<file path="config.mk">
export PLATFORM = sky130hd
export DESIGN_NAME = instruction_fetcher
export DESIGN_NICKNAME = d
export VERILOG_FILES = /design/src/rtl/gpu_pkg.sv /design/src/rtl/instruction_fetcher.sv
export SDC_FILE = /design/constraint.sdc
export NUM_CORES = 1
export LEC_CHECK = 0
export ABC_AREA = 1
export BUFFER_PORTS_ARGS = -buffer_cell sky130_fd_sc_hd__buf_2
export CORE_MARGIN = 3
export CORE_UTILIZATION = 50
export DETAILED_ROUTE_END_ITERATION = 12
export PLACE_DENSITY = 0.77
export SYNTH_ARGS = -nofsm -noshare
export SYNTH_HDL_FRONTEND = slang
export SYNTH_SLANG_ARGS = --single-unit
</file>
<file path="constraint.sdc">
create_clock -name clk -period 2.1 [get_ports clk]
set_clock_uncertainty 0.1 [all_clocks]
set_input_delay 0.315 -clock clk [delete_from_list [all_inputs] [get_ports clk]]
set_output_delay 0.315 -clock clk [all_outputs]
set_load 0.005 [all_outputs]
</file>
<file path="src/rtl/gpu_pkg.sv">
// rtl/gpu_pkg.sv - shared types and constants for the instruction fetch path
// Holds the fetcher state encoding, the HALT opcode and the default
// program-address / instruction widths used across the GPU front end.
package gpu_pkg;

    localparam int DEFAULT_PROG_ADDR_BITS = 8;
    localparam int DEFAULT_INSTR_BITS     = 8;

    // Opcode field lives in instruction bits [7:5].
    localparam logic [2:0] HALT_OPCODE = 3'b111;

    typedef enum logic [2:0] {
        IDLE,
        REQUEST,
        WAIT,
        HOLD,
        DONE
    } fetch_state_t;

    function automatic logic is_halt(input logic [2:0] opcode);
        return opcode == HALT_OPCODE;
    endfunction

endpackage

</file>
<file path="src/rtl/instruction_fetcher.sv">
// rtl/instruction_fetcher.sv - single-outstanding program-memory fetcher with output buffer
// Ports:
//   clk, reset_n                      clock, asynchronous active-low reset
//   start, start_pc                   begin a fetch stream (from IDLE or DONE)
//   redirect_valid, redirect_pc       branch redirect
//   mem_read_valid, mem_read_address  program-memory request (one cycle per fetch)
//   mem_read_ready, mem_read_data     program-memory response strobe and data
//   instr_valid, instr, instr_pc      buffered instruction to the decoder
//   instr_ready                       decoder accepts instr
//   done                              stream terminated (HALT or end of address space)
module instruction_fetcher
    import gpu_pkg::*;
#(
    parameter int PROG_ADDR_BITS = DEFAULT_PROG_ADDR_BITS,
    parameter int INSTR_BITS     = DEFAULT_INSTR_BITS
) (
    input  logic                      clk,
    input  logic                      reset_n,
    input  logic                      start,
    input  logic [PROG_ADDR_BITS-1:0] start_pc,
    input  logic                      redirect_valid,
    input  logic [PROG_ADDR_BITS-1:0] redirect_pc,
    output logic                      mem_read_valid,
    output logic [PROG_ADDR_BITS-1:0] mem_read_address,
    input  logic                      mem_read_ready,
    input  logic [INSTR_BITS-1:0]     mem_read_data,
    output logic                      instr_valid,
    output logic [INSTR_BITS-1:0]     instr,
    output logic [PROG_ADDR_BITS-1:0] instr_pc,
    input  logic                      instr_ready,
    output logic                      done
);

    fetch_state_t              state_q, state_d;
    logic [PROG_ADDR_BITS-1:0] pc_q, pc_d;
    logic                      discard_q, discard_d;
    logic [INSTR_BITS-1:0]     instr_q, instr_d;
    logic [PROG_ADDR_BITS-1:0] instr_pc_q, instr_pc_d;
    logic                      instr_valid_q, instr_valid_d;

    always_ff @(posedge clk or negedge reset_n) begin
        if (!reset_n) begin
            state_q       <= IDLE;
            pc_q          <= '0;
            discard_q     <= 1'b0;
            instr_q       <= '0;
            instr_pc_q    <= '0;
            instr_valid_q <= 1'b0;
        end else begin
            state_q       <= state_d;
            pc_q          <= pc_d;
            discard_q     <= discard_d;
            instr_q       <= instr_d;
            instr_pc_q    <= instr_pc_d;
            instr_valid_q <= instr_valid_d;
        end
    end

    always_comb begin
        state_d       = state_q;
        pc_d          = pc_q;
        discard_d     = discard_q;
        instr_d       = instr_q;
        instr_pc_d    = instr_pc_q;
        instr_valid_d = instr_valid_q;

        unique case (state_q)
            IDLE, DONE: begin
                if (start) begin
                    pc_d    = start_pc;
                    state_d = REQUEST;
                end
            end

            REQUEST: begin
                // A redirect here cancels the request before it is issued,
                // so we simply re-enter REQUEST at the new target.
                if (redirect_valid) begin
                    pc_d          = redirect_pc;
                    instr_valid_d = 1'b0;
                end else begin
                    state_d = WAIT;
                end
            end

            WAIT: begin
                if (redirect_valid) begin
                    pc_d = redirect_pc;
                    // Response coinciding with the redirect is the stale one:
                    // drop it now; otherwise remember to drop it when it lands.
                    if (mem_read_ready) begin
                        discard_d = 1'b0;
                        state_d   = REQUEST;
                    end else begin
                        discard_d = 1'b1;
                    end
                end else if (mem_read_ready) begin
                    if (discard_q) begin
                        discard_d = 1'b0;
                        state_d   = REQUEST;
                    end else if (is_halt(mem_read_data[7:5])) begin
                        state_d = DONE;
                    end else begin
                        instr_d       = mem_read_data;
                        instr_pc_d    = pc_q;
                        instr_valid_d = 1'b1;
                        state_d       = HOLD;
                    end
                end
            end

            HOLD: begin
                // Redirect takes priority over the end-of-space stop; a
                // simultaneous instr_ready still counts as consumed.
                if (redirect_valid) begin
                    instr_valid_d = 1'b0;
                    pc_d          = redirect_pc;
                    state_d       = REQUEST;
                end else if (instr_ready) begin
                    instr_valid_d = 1'b0;
                    if (&pc_q) begin
                        state_d = DONE;
                    end else begin
                        pc_d    = pc_q + 1'b1;
                        state_d = REQUEST;
                    end
                end
            end

            default: state_d = IDLE;
        endcase
    end

    assign mem_read_valid   = (state_q == REQUEST) && !redirect_valid;
    assign mem_read_address = pc_q;
    assign instr_valid      = instr_valid_q;
    assign instr            = instr_q;
    assign instr_pc         = instr_pc_q;
    assign done             = (state_q == DONE);

endmodule

</file>
==> flow_metrics.tcl <==
set metrics [dict create \
    status "complete, no violations" \
    postSynthAreaPerCell_um2 7.01 \
    root_buffer "clkbuf_4" \
    viasPerCell 5.08 \
    cellPowerDensity_nw_per_um2 1310 \
    start_util 0.544 \
    startpoint_type "flip-flop" \
    place_hpwl_um 3100 \
    ys.warnings.count 0 \
    overflow 0 \
    post-route-period-util 0.890 \
    yosysSeqAreaShare 0.423 \
    max_freq_mhz 535 \
    h-tree-depth 2 \
    drtIter0Drc 128 \
    switching_share 0.446 \
    drc 0 \
    leakagePower_nw 1.21 \
    ant_nets 0 \
    finalHoldViolCount 0 \
    rsz0062_at_grt "no" \
    synthAdderAreaFrac 0.00729 \
    synthSimpleGateAreaFrac 0.408 \
    grt_max_degree 30 \
    numPortBuffers 56 \
    setup_ws_ps 232 \
    syn_inst 245 \
    drv_cap 0 \
    clk_pin_slew_ps 110 \
    fin_nets 337 \
    clkSinkCount 29 \
    coreArea_um2 3150 \
    fillerInstances 311 \
    min_path_type "primary input to flip-flop" \
    cp.required_ps 2210 \
    tns_ps 0 \
    die_w_um 64.6 \
    end_kind "flip-flop" \
    clock_latency_ps 330 \
    worst-path-max-fanout 9 \
    internal-power_mw 1.54 \
    placed_cell_area_um2 2040 \
    die_y_um 64.6 \
    final-setup-viol-count 0 \
    clk_path_buf_depth 2 \
    finish.instance_area_um2 2120 \
    synthToLayoutAreaGrowth_pct 23.4 \
    first_global_vias 1636 \
    ys_ff_latch 29 \
    arrival_ps 1980 \
    dieArea_um2 4170 \
    muxShareOfSynthArea 0 \
    grtUsageTotal 0.220 \
    ys_types 24 \
    criticalPathCategory "flip-flop to flip-flop" \
    dr.pass1.iters 4 \
    synthesis.area_um2 1720 \
    pwr-share-comb 0.484 \
    wl_per_cell_um 11.9 \
    ios 57 \
    slew_headroom 0.536 \
    synth_compound_area_frac 0.101 \
    max_slew.worst_pin.slew_ps 695 \
    pwr-share-clk 0.141 \
    syn_nets 276 \
    finalWirelength_um 4180 \
    grt_first_pass_wirelength_um 7230 \
    diodes 0 \
    slew_violations 0 \
    post_cts_resized 0 \
    rows 20 \
    synth_xor_area_frac 0.00510 \
    synth_top_family_by_area "simple AND/OR/NAND/NOR gates" \
    place_ws_ps 276 \
    tritoncts "yes" \
    num_vias 1783 \
    drive_gt1_frac 0.280 \
    layout_min_cycle_time_ps 1870 \
    gp_congestion 0.912 \
    cts_made_buffers 5 \
    antenna_found_initial 0 \
    pwr-share-seq 0.375 \
    ir_drop_mv 0.571 \
    power.switching_mw 1.24 \
]
## cells in the mapped netlist
cell,count,share of area
nor2_2,5,0.018
a21oi_1,1,0.0029
nand4_1,4,0.015
inv_2,2,0.0044
o21ai_0,14,0.041
nand3_1,24,0.070
nand2_1,106,0.23
clkbuf_2,1,0.0029
buf_2,4,0.012
buf_6,1,0.0066
o21ai_2,6,0.031
a21boi_0,1,0.0044
o21bai_1,2,0.0087
nand2_2,3,0.011
inv_1,14,0.031
nand3_2,1,0.0058
xor2_1,1,0.0051
nor2_1,20,0.044
a22oi_1,2,0.0087
nand2_4,1,0.0066
dfrtp_1,29,0.42
nor2_4,1,0.0066
o211ai_1,1,0.0044
ha_1,1,0.0073
## state kept, by name, indices dropped and copies added (netlist names)
register          cells
instr_valid           1
instr_pc              8
state_q               3
instr                 8
discard_q             1
mem_read_address      8
## layout by cell type (no fill, tap or decap), drive strengths merged
cell type	netlist	final
a21boi	1	1
a21oi	1	1
a22oi	2	2
buf	5	59
clkbuf	1	7
clkinv	0	1
dfrtp	29	29
dlygate4sd3	0	1
ha	1	1
inv	16	16
nand2	110	110
nand3	25	25
nand4	4	4
nor2	26	26
o211ai	1	1
o21ai	20	20
o21bai	2	2
xor2	1	1
## critical path: stages (launching register included)
cell and delay (ps):
dfrtp_1 470, ha_1 260, nand3_1 130, nor2_1 210, nand3_1 140, nand2_2 210, nor2_4 90, nand2_1 80
nand2_1 60
## through the flow
stage	cells	hold slack, ps	utilization	total power, mW
after global routing	351	87.1	0.672	3.06
final	351	91.6	0.672	2.78
after detailed placement	342	285	0.646	2.40
after CTS	351	86.0	0.672	2.80
after global placement	342	279	0.646	2.38
after floorplan	245	-80.6	-	1.90
## power groups by stage
stage,combinational (mW),clock (mW),sequential (mW)
6_report,1.35,0.392,1.04
5_1_grt,1.55,0.432,1.08
4_1_cts,1.35,0.402,1.04
3_5_place_dp,1.35,0,1.05
3_3_place_gp,1.33,0,1.05
2_1_floorplan,0.880,0,1.02
## routing by layer
| metal | share of wire | global-route usage | vias up | routed length (um) |
|---|---|---|---|---|
| met5 | 0 | 0 | - | 0 |
| met4 | 0.013 | 0.0950 | 0 | 55 |
| met3 | 0.083 | 0.0485 | 6 | 349 |
| met1 | 0.46 | 0.299 | 790 | 1930 |
| met2 | 0.44 | 0.335 | 77 | 1850 |
| li1 | - | - | 910 | - |
## final timing paths
kind                                     start             endpoint  slack [ps]  cells after the start
setup reg to reg           mem_read_address[1]  mem_read_address[5]         230                      8
hold reg to reg                       instr[0]             instr[0]         370                      2
min in group asynchronous              reset_n  mem_read_address[6]         440                      2
max in group asynchronous              reset_n             instr[4]        1030                      2
hold / removal                mem_read_data[0]             instr[0]          90                      3
setup / recovery           mem_read_address[1]  mem_read_address[5]         230                      8
## final cells by class
class                           count  area, um2  share of cell area
Clock buffer                        7       65.1              0.0307
Clock inverter                      1       5.00             0.00236
Inverter                           16       60.1              0.0284
Multi-Input combinational cell    194        895               0.422
Sequential cell                    29        726               0.343
Tap cell                           44       55.1              0.0260
Timing Repair Buffer               60        313               0.148
## cells by family after synthesis
family / count (synthesis)
simple gates: 165
compound gates: 27
buf+inv: 22
xor+xnor: 1
flops: 29
fa+ha+maj: 1
## repair_timing
item | CTS | global route
hold endpoints to repair | 29 | 0
hold buffers | 1 | 0
setup buffers | 0 | 0
No activity file was read; power rests on OpenSTA's default activity.
